## src/rtl/store_buffer_pkg.sv

```systemverilog
// Shared definitions for the store buffer: store-type codes, queue entry layout
// and the alignment/byte-enable helpers used by store_align.
package store_buffer_pkg;

    // Store-type codes presented by the MEM stage on st_ctrl
    localparam logic [1:0] SB_none = 2'd0;
    localparam logic [1:0] SB_word = 2'd1;
    localparam logic [1:0] SB_hfwd = 2'd2;
    localparam logic [1:0] SB_byte = 2'd3;

    typedef struct packed {
        logic [29:0] addr;
        logic [3:0]  byteen;
        logic [31:0] data;
    } sb_entry_t;

    function automatic logic sb_misaligned(input logic [1:0] ctrl, input logic [1:0] addr_lo);
        logic mis;
        case (ctrl)
            SB_word: mis = (addr_lo != 2'b00);
            SB_hfwd: mis = addr_lo[0];
            SB_byte: mis = 1'b0;
            default: mis = 1'b0;
        endcase
        return mis;
    endfunction

    function automatic logic [3:0] sb_byteen(input logic [1:0] ctrl, input logic [1:0] addr_lo);
        logic [3:0] be;
        case (ctrl)
            SB_word: be = 4'b1111;
            SB_hfwd: be = addr_lo[1] ? 4'b1100 : 4'b0011;
            SB_byte: be = 4'b0001 << addr_lo;
            default: be = 4'b0000;
        endcase
        return be;
    endfunction

endpackage

```

## src/rtl/store_buffer_align.sv

```systemverilog
// store_align: combinational byte-enable, lane replication and alignment check
// for one store presented by the MEM stage.
module store_align
    import store_buffer_pkg::*;
(
    input  logic [1:0]  st_ctrl,
    input  logic [1:0]  addr_lo,
    input  logic [31:0] wdata_in,
    output logic [3:0]  byteen,
    output logic [31:0] wdata_out,
    output logic        misaligned
);

    // Replicate the stored byte/halfword across every lane so the slave can
    // pick it up from whichever lane the byte enables select.
    always_comb begin
        byteen     = sb_byteen(st_ctrl, addr_lo);
        misaligned = sb_misaligned(st_ctrl, addr_lo);
        case (st_ctrl)
            SB_word: wdata_out = wdata_in;
            SB_hfwd: wdata_out = {2{wdata_in[15:0]}};
            SB_byte: wdata_out = {4{wdata_in[7:0]}};
            default: wdata_out = 32'h0000_0000;
        endcase
    end

endmodule

```

## src/rtl/store_buffer.sv

```systemverilog
// Store buffer: aligns MEM-stage stores, queues them in a DEPTH-entry FIFO and
// drains them over m_req/m_ack. Define STORE_BUFFER_FWD_EN for per-word load hazards.
module store_buffer
    import store_buffer_pkg::*;
#(
    parameter int DEPTH = 4
) (
    input  logic        clk,
    input  logic        reset,
    input  logic        st_valid,
    input  logic [1:0]  st_ctrl,
    input  logic [31:0] st_addr,
    input  logic [31:0] st_wdata,
    output logic        st_stall,
    output logic        st_exc,
    input  logic        ld_valid,
    input  logic [31:0] ld_addr,
    output logic        ld_conflict,
    output logic        m_req,
    output logic [31:0] m_addr,
    output logic [3:0]  m_byteen,
    output logic [31:0] m_wdata,
    input  logic        m_ack
);

    localparam int PTR_W = (DEPTH > 1) ? $clog2(DEPTH) : 1;
    localparam int CNT_W = PTR_W + 1;

    sb_entry_t          mem_r [DEPTH];
    logic [PTR_W-1:0]   wr_ptr_r;
    logic [PTR_W-1:0]   rd_ptr_r;
    logic [CNT_W-1:0]   count_r;

    logic [3:0]         byteen_s;
    logic [31:0]        wdata_s;
    logic               misaligned_s;
    logic               store_s;
    logic               full_s;
    logic               empty_s;
    logic               push_s;
    logic               pop_s;
    logic               hazard_s;
    sb_entry_t          entry_s;
    sb_entry_t          head_s;

    store_align u_align (
        .st_ctrl    (st_ctrl),
        .addr_lo    (st_addr[1:0]),
        .wdata_in   (st_wdata),
        .byteen     (byteen_s),
        .wdata_out  (wdata_s),
        .misaligned (misaligned_s)
    );

    assign store_s = st_valid & (st_ctrl != SB_none);
    assign full_s  = (count_r == CNT_W'(DEPTH));
    assign empty_s = (count_r == {CNT_W{1'b0}});
    // Full refuses the push regardless of m_ack so st_stall never depends on the slave.
    assign push_s  = store_s & ~misaligned_s & ~full_s;
    assign pop_s   = ~empty_s & m_ack;

    assign st_exc   = store_s & misaligned_s;
    assign st_stall = store_s & ~misaligned_s & full_s;

    assign entry_s = '{addr: st_addr[31:2], byteen: byteen_s, data: wdata_s};
    assign head_s  = mem_r[rd_ptr_r];

    assign m_req    = ~empty_s;
    assign m_addr   = {head_s.addr, 2'b00};
    assign m_byteen = head_s.byteen;
    assign m_wdata  = head_s.data;

`ifdef STORE_BUFFER_FWD_EN
    logic [1:0] unused_ld_addr_s;
    assign unused_ld_addr_s = ld_addr[1:0];

    // Compare the load word against every occupied slot, walking from the head.
    always_comb begin
        hazard_s = 1'b0;
        for (int k = 0; k < DEPTH; k++) begin
            if ((CNT_W'(k) < count_r) &&
                (mem_r[rd_ptr_r + PTR_W'(k)].addr == ld_addr[31:2])) begin
                hazard_s = 1'b1;
            end else begin
                hazard_s = hazard_s;
            end
        end
    end
`else
    logic [31:0] unused_ld_addr_s;
    assign unused_ld_addr_s = ld_addr;

    // Without comparators any load waits for the buffer to drain completely.
    always_comb begin
        hazard_s = ~empty_s;
    end
`endif

    assign ld_conflict = ld_valid & hazard_s;

    // FIFO storage, pointers and occupancy; reset drops every queued store.
    always_ff @(posedge clk or posedge reset) begin
        if (reset) begin
            for (int i = 0; i < DEPTH; i++) begin
                mem_r[i] <= '0;
            end
            wr_ptr_r <= {PTR_W{1'b0}};
            rd_ptr_r <= {PTR_W{1'b0}};
            count_r  <= {CNT_W{1'b0}};
        end else begin
            if (push_s) begin
                mem_r[wr_ptr_r] <= entry_s;
                wr_ptr_r        <= wr_ptr_r + PTR_W'(1);
            end
            if (pop_s) begin
                rd_ptr_r <= rd_ptr_r + PTR_W'(1);
            end
            case ({push_s, pop_s})
                2'b10:   count_r <= count_r + CNT_W'(1);
                2'b01:   count_r <= count_r - CNT_W'(1);
                default: count_r <= count_r;
            endcase
        end
    end

endmodule
```

## config.mk

```make
export PLATFORM = sky130hd
export DESIGN_NAME = store_buffer
export DESIGN_NICKNAME = d
export VERILOG_FILES = /design/src/rtl/store_buffer_pkg.sv /design/src/rtl/store_buffer_align.sv /design/src/rtl/store_buffer.sv
export SDC_FILE = /design/constraint.sdc
export NUM_CORES = 1
export LEC_CHECK = 0
export ABC_AREA = 0
export CORE_UTILIZATION = 25
export DETAILED_ROUTE_END_ITERATION = 7
export GPL_TIMING_DRIVEN = 0
export PLACE_DENSITY_LB_ADDON = 0.12
export SLEW_MARGIN = 20
export SYNTH_ARGS = -nofsm -noshare
export SYNTH_HDL_FRONTEND = slang
export SYNTH_SLANG_ARGS = --single-unit
export TNS_END_PERCENT = 1
```

## constraint.sdc

```tcl
create_clock -name clk -period 10.81 [get_ports clk]
set_input_delay 2.162 -clock clk [delete_from_list [all_inputs] [get_ports clk]]
set_output_delay 2.162 -clock clk [all_outputs]
set_load 0.03 [all_outputs]
```

# After elaboration in Yosys (flattened, before gate mapping)
# Index checks and enable logic that the tools add are counted.
# word_totals
out_inout_bits,72
reg_bits,271
in_bits,103
# op_classes
shift,1
n_addsub,4
n_lt_le_gt_ge,3
eq_ne,6
bitwise,12
n_reduce_logical,5
n_mux,11
# op_table
operator,n
$bwmux 264,1
$mux 66,3
$bmux 66 s2,1
$demux 66 s2,1
$pmux 32 s3,1
$pmux 4 s3,1
$and 1x1->1,7
$eq 2x2->1 const B,3
$ge 3x3->1 const B,2
$not 2->3,2
$pmux 3 s2,1
$reduce_bool 2->1,3
$add 2x1->2 const B,2
$eq 2x1->1 const B,2
$mux 4,1
$shl 1x2->4 const A,1
$add 3x1->3 const B,1
$eq 3x3->1 const B,1
$logic_not 3->1,1
$lt 3x1->1 const B,1
$not 1->1,3
$sub 3x1->3 const B,1
$pmux 1 s2,1
$logic_and 1x1->1,1

# Longest topological paths before layout
# Gate-level depths: netlist of run 1.
# depth
word_depth,7
depth_mapped,13
ltp_nobuf,11

# By module
# From an unflattened synthesis of run 1, not the netlist that was laid out.
# hier_totals
cells_unflattened,777
hier_area_um2,12373.1
# by_module_without_submodules
module,instances,area_each_um2,seq_area_each_um2,cells_each
store_buffer,1,11826.3,6781.5,683
store_align,1,546.8,0.0,94

# Least setup slack after synthesis of run 1
# OpenSTA, ideal clock, no wires.
# synth_path
path_type,input -> output
start,input port st_ctrl[1]
end,output port st_stall
path_slack_ns,5.110
n_path_buf,1
stages,6
arrival_ns,3.538
path_cell_list,inv_1 > ha_1 > buf_2 > nand3_1 > and2_1 > nor3b_1
# synth_between
elab_chain_cells,5
elab_cells_between_ends,8
cone_classes,eq/ne (2); mux (1); bitwise (4); reduce/logical (1)
# synth_lines
item,line_no,text
"start, declared",store_buffer.sv:11,"input logic [1:0] st_ctrl,"
$eq 2x2->1 or $eq 2x1->1 (tied branches),store_buffer_pkg.sv:19,case (ctrl)
$pmux 1 s2,store_buffer_pkg.sv:19,
$not 1->1,store_buffer.sv:63,assign st_stall = store_s & ~misaligned_s & full_s;
$and 1x1->1 (*) (2 in a row),store_buffer.sv:63,
"end, declared",store_buffer.sv:14,"output logic st_stall,"
# Every way passes the cells marked *; elsewhere a longest branch is shown, timed or not.

# Worst setup path in the final report of run 1
# Ends and elaborated chain as after synthesis.

==> results of run 1 <==
-- worst max-delay path: cells and delay by family --
family	cells	cell delay [ns]
adder cells (fa/ha/maj)	1	0.20
buffers and inverters	4	1.67
AND/OR/NAND/NOR	3	0.56
-- cells by family (layout without fill, tap and decap cells) --
kind of cell	count (synthesis)	in the layout	share of synthesized area
AND/OR/NAND/NOR	51	51	0.0210
adder cells (fa/ha/maj)	11	11	0.0112
AO/OA/AOI/OAI	41	41	0.0199
other	1	3	0.000289
XOR/XNOR	6	6	0.00405
multiplexers	330	330	0.379
buffers and inverters	63	267	0.0420
flip-flops	271	271	0.523
-- layer usage --
layer  up-vias  GRT usage  routed length (um)  part of all wire
li1       3239          -                   -                 -
met1      3820      0.181               15700              0.46
met2       159      0.206               15600              0.45
met3        49     0.0412                2340             0.068
met4         6     0.0383                 614             0.018
met5         -          0                  32           0.00093
-- worst paths after layout --
kind                                        startpoint                     end  slack (ns)  cells after the start
worst max-delay path                        st_ctrl[1]                st_stall        4.06                      8
worst min-delay path            count_r[2]$_DFFE_PP0P_  count_r[2]$_DFFE_PP0P_        0.47                      1
worst max register to register  count_r[1]$_DFFE_PP0P_  count_r[2]$_DFFE_PP0P_        8.45                     10
worst min register to register  count_r[2]$_DFFE_PP0P_  count_r[2]$_DFFE_PP0P_        0.47                      1
max in group asynchronous                        reset  mem_r[214]$_DFFE_PP0P_        7.69                      3
min in group asynchronous                        reset   mem_r[45]$_DFFE_PP0P_        2.08                      2
-- cells in the final DEF (no fill, tap or decap), types with 5 or more instances in the layout --
master,instances
sky130_fd_sc_hd__buf_2,9
sky130_fd_sc_hd__o21ai_0,6
sky130_fd_sc_hd__buf_4,12
sky130_fd_sc_hd__mux2_2,144
sky130_fd_sc_hd__a22o_1,8
sky130_fd_sc_hd__clkbuf_16,37
sky130_fd_sc_hd__mux2_4,120
sky130_fd_sc_hd__clkbuf_8,5
sky130_fd_sc_hd__inv_1,9
sky130_fd_sc_hd__a22oi_1,8
sky130_fd_sc_hd__clkbuf_1,17
sky130_fd_sc_hd__ha_1,10
sky130_fd_sc_hd__a21oi_1,18
sky130_fd_sc_hd__buf_12,15
sky130_fd_sc_hd__mux4_2,66
sky130_fd_sc_hd__dfrtp_1,271
sky130_fd_sc_hd__nor2_1,5
sky130_fd_sc_hd__bufinv_16,6
sky130_fd_sc_hd__clkdlybuf4s50_1,140
sky130_fd_sc_hd__nand2_1,21
sky130_fd_sc_hd__and2_1,11
sky130_fd_sc_hd__buf_1,8
-- registers in the layout (all words and copies together) (netlist names) --
register  count
mem_r       264
count_r       3
rd_ptr_r      2
wr_ptr_r      2
-- final cells by class --
type                    instances  share of cell area
diodes                          1            0.000151
plain buffers                  53              0.0307
clock buffers                  52              0.0625
clock inverters                10              0.0123
inverters                      10             0.00273
multi-input cells             441               0.342
flip-flops and latches        271               0.410
well taps                     680              0.0515
repair buffers                142              0.0881
-- power by group through the flow --
| stage | Combinational (W) | Clock (W) | Sequential (W) |
|---|---|---|---|
| 2_1_floorplan | 0.00182 | 0 | 0.00167 |
| 3_3_place_gp | 0.00258 | 0 | 0.00175 |
| 3_5_place_dp | 0.00260 | 0 | 0.00174 |
| 4_1_cts | 0.00261 | 0.00131 | 0.00173 |
| 5_1_grt | 0.00271 | 0.00135 | 0.00180 |
| 6_report | 0.00255 | 0.00125 | 0.00173 |
-- metrics by stage --
| stage | utilization | area, um^2 | total power (W) | instances |
|---|---|---|---|---|
| after floorplan | - | 13000 | 0.00349 | 775 |
| after global routing | 0.322 | 16500 | 0.00586 | 1659 |
| final | 0.322 | 16500 | 0.00553 | 1660 |
| after global placement | 0.297 | 15200 | 0.00433 | 1595 |
| after detailed placement | 0.298 | 15300 | 0.00434 | 1597 |
| after CTS | 0.322 | 16500 | 0.00565 | 1659 |
==> results summary, run 1 <==
STA classifies the critical path endpoint as a primary output. Of all flip-flops after synthesis, the portion carrying an async set or reset was 1.00. Dividing total power by cell area gives a power density of 335 nW/um^2. Entering global routing, the biggest net connects 96 pins. The flow ran to the end, and the final reports show no timing, DRC or antenna violations. The maximum number of buffers from clock root to sink is 3. The post-synthesis cell type count came out at 34. The number of buffers inserted during clock tree synthesis is 35. The required time at the endpoint of the critical path is 8.65 ns. The net switching fraction of the power is 0.335. The total congestion overflow came out at 0. The slowest stage of the critical path is the sky130_fd_sc_hd__clkdlybuf4s50_1 cell.

The wire length of the first global-routing pass is around 53 mm. After routing, the total negative slack on setup checks comes to 0 ns. The routed via count is 7273. The starting density of the core came out at 0.253. The first-iteration detailed-routing DRC count is between 200 and 300. The placer congestion estimate is 0.753. The internal power is 0.00367 W.

The total clock sinks is 271. The number of synthesized flops with an enable pin is 0. The pin slew with the least headroom to its limit came out at 0.958 ns. The leading register cell type out of synthesis is sky130_fd_sc_hd__dfrtp_1. The post-synthesis instance area is 13000 um^2. The number of max-slew violations in the final report is 0. The biggest area contributor in the post-synthesis netlist is sky130_fd_sc_hd__dfrtp_1. The post-detailed-placement half-perimeter wirelength is 22.8 mm. The number of hold violations in the final report came to 0.

The die span in x is 230 um. The reported leakage power is 7.42 nW. The type of the worst setup path is primary input to primary output.

The iteration count of the initial detailed-routing pass is 4. The die footprint came out at 52800 um^2. The worst-skew pair later-pin latency is ~0.53 ns.

Walking the worst path, the cells encountered are clkdlybuf4s50_1 -> inv_1 -> ha_1 -> buf_2 -> nand3_1 -> and2_1 -> nor3b_1 -> clkdlybuf4s50_1. Of the synthesized area, sequential elements account for 0.523. The master cell of the clock root buffer is sky130_fd_sc_hd__clkbuf_16.

The number of hold buffers added after cts came out at 0. The die is around 230 um tall. The final worst clock skew came out at 0.00868 ns. Compared with the post-synthesis result, the final layout area differs by 27.4%. After clock tree synthesis, the repair step resized 0 gates. Sorting the synthesized cells by how often they occur yields sky130_fd_sc_hd__dfrtp_1, sky130_fd_sc_hd__mux2_2, sky130_fd_sc_hd__mux2_4. The maximum VDD drop is ~0.14 mV. After synthesis, the mean cell area works out to approximately 17 um^2. The number of instances in the synthesized netlist came out at 774. The largest single stage delay on the critical path is 0.79 ns. The most numerous cell type found on the critical path is sky130_fd_sc_hd__clkdlybuf4s50_1. Setup violations remaining at the end of the flow were counted as 0.

The number of ports placed on the die boundary is approximately 180. The standard cell core area is 51300 um^2. The synthesis-stage register bit count is roughly 270.

The number of I/O port buffers came out at 140. Across the run, the number of max-cap violations was 0. STA classifies the critical path startpoint as a primary input.

The arrival time reported for the critical path endpoint is 4.59 ns. The via count of the first global-routing pass is 8099. The worst setup slack after layout came out at ~4.1 ns. Yosys printed 0 warnings.

The switching component of the power came out at between 0.0015 and 0.002 W. The number of buffers added for setup after CTS came out at 0. The path class of the lowest-slack min-delay path is flop to flop. The number of antenna violations at the first check in global routing came out at 4. In the final layout, the share of cells above drive strength 1 is 0.435. In the final layout, flip-flops and latches occupy slightly below 7000 um^2. The combinational fraction of design power came out at 0.460. TritonCTS built the clock tree. The sequential share of power came out at 0.314. The average vias per placed instance came out at 4.38. The upper clock frequency limit is 148 MHz. The register clock-pin slew on the reported worst setup and hold paths came out at roughly 0.060 ns. Measured against its own limit, the worst slew margin works out to 0.361. The area share of the leading cell type in the synthesized netlist is 0.523. The DRC violations left came out at 0. The final net count came out at 1068. The part of the total power dissipated in the clock network came out at 0.226. In the final routed layout, each cell accounts on average for just over 20 um. The detailed-route wire length is about 34 mm. The footprint of the multi-input gates is 5650 um^2. The most common cell in the synthesized netlist is sky130_fd_sc_hd__dfrtp_1. The number of fill cells came out at between 5k and 6k. Setup repair after global routing left no endpoint under its margin.

The global-route usage over all layers came out at 0.134. The number of H-tree branching levels is 2. Dividing the final minimum period by the clock period gives 0.624. The final worst hold slack is 0.474 ns. The number of standard-cell rows in the floorplan came out at 83. Of all nets on the critical path, the largest fanout is 10.

By area the synthesized netlist is led by sky130_fd_sc_hd__dfrtp_1, sky130_fd_sc_hd__mux2_4, sky130_fd_sc_hd__mux2_2. The setup slack after placement is ~4.1 ns. The final critical-path required period came out at 6.75 ns. The count of nets left with antenna violations once routing finished came out at 0.
Power figures use the tool's default switching activity.
==> run 2: changes to the inputs <==
Clock period 10.81 ns to 6.78 ns, I/O delays scaled along.
==> run 2 against run 1 <==
Sequential power increased by 60%. Sequential share of layout area down 0.35 points. Non-clock buffer count up 8. Critical path depth is the same. First-iteration DRC count increased by 17%. Combinational power up 59%. Clock skew increased by 0.019 ns.
==> results summary, run 2 (synthesis gave the netlist of run 1 again) <==
The number of max-slew violations in the final report came to 0 (unchanged). The number of routed nets with antenna violations came out at 0 (unchanged). The combinational fraction of design power is 0.462 (was 0.460).

The utilization after layout was 0.325 (was 0.322). The internal power came out at 0.00581 W (was 0.00367 W). The final cell count without fillers came out at 1670 (was 1660). The number of cells after detailed placement came out at 1605 (was 1597).

The part of the total power dissipated in the clock network is 0.223 (was 0.226). The starting density of the core came out at 0.253 (unchanged). Largest regs: mem_r: 264 flops, count_r: 3 flops (unchanged). The register with the most flip-flops was mem_r (unchanged). The type of element launching the critical path is a primary input (unchanged).

The wire length of the first global-routing pass came out at 52.8 mm (was 53.0 mm). The routed via count was 7321 (was 7273). The via count of the first global-routing pass is 8035 (was 8099).

The maximum number of pins on one net before global-route repair was 32 (was 96). The length in cells of the worst reg-to-reg path came out at 10 (unchanged). The detailed-route wire length per cell came out at 20.6 um (was 20.7 um). The destination of the worst hold path is count_r[2]$_DFFE_PP0P_ (unchanged). The source of the worst register-to-register timing path was count_r[1]$_DFFE_PP0P_ (unchanged). The number of hold violations in the final report is 0 (unchanged). The net switching fraction of the power is 0.338 (was 0.335). The fraction of layout cells with a size suffix above 1 came out at 0.444 (was 0.435). The sequential share of power came out at 0.315 (was 0.314).

The die boundary height came out at 230 um (unchanged). The number of hold buffers added after cts is 0 (unchanged). The number of H-tree branching levels is 2 (unchanged). The pin slew with the least headroom to its limit came out at 0.979 ns (was 0.958 ns). The CTS tree is yes (unchanged).

Critical path, cell by cell: clkdlybuf4s50_1 -> inv_1 -> ha_1 -> buf_2 -> nand3_1 -> and2_1 -> nor3b_1 -> clkdlybuf4s50_1 (unchanged). The maximum number of buffers from clock root to sink came out at 3 (unchanged). The arrival time reported for the critical path endpoint came to 3.74 ns (was 4.59 ns). The setup violation total in the final timing report is 0 (unchanged). The number of antenna violations at the first check in global routing is 1 (was 4). The flip-flop count of the largest register after layout came out at 264 (unchanged). The slowest stage cell on the critical path was sky130_fd_sc_hd__clkdlybuf4s50_1 (unchanged). The iteration count of the initial detailed-routing pass came out at 4 (unchanged). The area added between synthesis and finish came out at 28.5% (was 27.4%).

The detailed-route wire length is 34.3 mm (about the same). Highest-count cells in the layout ignoring fill and taps: sky130_fd_sc_hd__dfrtp_1, sky130_fd_sc_hd__mux2_2, sky130_fd_sc_hd__clkdlybuf4s50_1 (unchanged). The cell area power density is 527 nW/um^2 (was 335 nW/um^2). The path class of the lowest-slack min-delay path was flop to flop (unchanged). The setup slack on the worst flop-to-flop path is 4.42 ns (was 8.45 ns). The post-cts sizing count came out at 0 (unchanged). The start point of the worst min-delay path is count_r[2]$_DFFE_PP0P_ (unchanged). The ratio of final minimum period to clock period is 0.751. The maximum VDD drop is 0.229 mV (was 0.135 mV).

The reported leakage power came to 7.49 nW (was 7.42 nW). The total clock sinks is 271 (unchanged). The instance count along the most critical hold path came out at 1 (unchanged).

The critical-path maximum fanout came out at 10 (unchanged). Outcome: complete, no violations (unchanged). The number of buffers added for setup after CTS is 0 (unchanged).

The final worst clock skew is 0.0277 ns (was 0.00868 ns). The reg-to-reg endpoint is count_r[2]$_DFFE_PP0P_ (unchanged). The DRC violations left is 0 (unchanged). The register clock-pin slew on the reported worst setup and hold paths was 0.06 ns (about the same).

The final net count is 1077 (was 1068). The most common cell after layout, fill and taps aside is sky130_fd_sc_hd__dfrtp_1 (unchanged). The type of the worst setup path is primary input to primary output (unchanged). The number of I/O port buffers was 140 (unchanged). The cell with the most instances on the worst path is sky130_fd_sc_hd__clkdlybuf4s50_1 (unchanged). The remaining max-slew budget at the tightest pin is 0.347 (was 0.361). The max-cap check violation count came out at 0 (unchanged). The die footprint is 52800 um^2 (unchanged).

For this run, the top clock speed supported by timing is 196 MHz. The post-detailed-placement half-perimeter wirelength is 23.4 mm (was 22.8 mm). The number of ports placed on the die boundary is 175 (unchanged). The average vias per placed instance came out at 4.38 (about the same). The global-route usage over all layers is 0.134 (about the same). The worst path needs ~5.1 ns of the cycle, external delays included. The master cell of the clock root buffer is sky130_fd_sc_hd__clkbuf_16 (unchanged). The endpoint kind of the worst setup timing path is a primary output (unchanged). The switching component of the power is 0.00297 W (was 0.00185 W). The placer congestion estimate is 0.776 (was 0.753). The required time at the endpoint of the critical path was 5.42 ns (was 8.65 ns). The total congestion overflow was 0 (unchanged). The number of buffers inserted during clock tree synthesis came to 36 (was 35).

The standard cell core area came out at 51300 um^2 (unchanged). Setup repair after global routing missed its margin: no (unchanged). The first-iteration detailed-routing DRC count is 320 (was 274). The die span in x is 230 um (unchanged).

The worst-skew pair later-pin latency came out at 0.55 ns (was 0.53 ns). The number of standard-cell rows in the floorplan is 83 (unchanged). The delay of the slowest critical-path stage was 0.76 ns (was 0.79 ns).
[run 2: per-stage QoR]
| step | hold slack [ns] | TNS (ns) | cell area, um^2 | setup slack, ns | total power [W] |
|---|---|---|---|---|---|
| 3_5_place_dp | 0.473 | 0 | 15400 | 1.68 | 0.00692 |
| 5_1_grt | 0.515 | 0 | 16700 | 1.47 | 0.00931 |
| 3_3_place_gp | 0.464 | -195.35 | 15200 | -0.754 | 0.00690 |
| 4_1_cts | 0.483 | 0 | 16700 | 1.64 | 0.00897 |
| 6_report | 0.482 | 0 | 16700 | 1.68 | 0.00878 |
| 2_1_floorplan | 0.446 | 0 | 13000 | 1.84 | 0.00556 |
[run 2: critical path: cells and delay by family]
kind,cells,cell delay [ns]
buf+inv,4,1.63
fa+ha+maj,1,0.20
simple gates,3,0.53
[run 2: area by class of cell]
cell class,count,area (um^2)
Sequential cell,271,6780
Clock inverter,10,133
Multi-Input combinational cell,441,5650
Antenna cell,1,2.50
Buffer,53,508
Inverter,10,41.3
Timing Repair Buffer,150,1620
Tap cell,680,851
Fill cell,5071,34600
Clock buffer,54,1090
[run 2: how the worst max path moves through the flow]
stage                     from                      to  depth (start not counted)
global route        st_ctrl[0]                st_stall                          7
finish              st_ctrl[1]                st_stall                          8
floorplan                reset  count_r[0]$_DFFE_PP0P_                          1
global placement         reset  mem_r[226]$_DFFE_PP0P_                          2
detailed placement  st_ctrl[0]                st_stall                          7
CTS                 st_ctrl[0]                st_stall                          7
[run 2: per-layer routing]
layer	routed length (um)	global-route usage
met1	16000	0.186
met2	15400	0.204
met3	2110	0.0346
met4	733	0.0401
met5	8	0
[run 2: power by group through the flow]
stage	combinational, W	sequential [W]	clock (W)
floorplan	0.00290	0.00266	0
global placement	0.00411	0.00279	0
detailed placement	0.00414	0.00278	0
CTS	0.00416	0.00277	0.00204
global route	0.00433	0.00287	0.00210
finish	0.00406	0.00277	0.00196
==> run 3: changes to the inputs <==
Clock period 6.78 ns to 5 ns, I/O delays scaled along.
==> results of run 3 <==
Same layout as run 2 (identical final DEF). Status: complete, no violations.
Main changes from that run: setup slack after placement 1.68 ns -> 0.607 ns; setup slack after layout 1.68 ns -> 0.617 ns; register-to-register setup slack 4.42 ns -> 2.64 ns; total power 0.00878 W -> 0.0119 W; worst IR drop on VDD 0.229 mV -> 0.310 mV
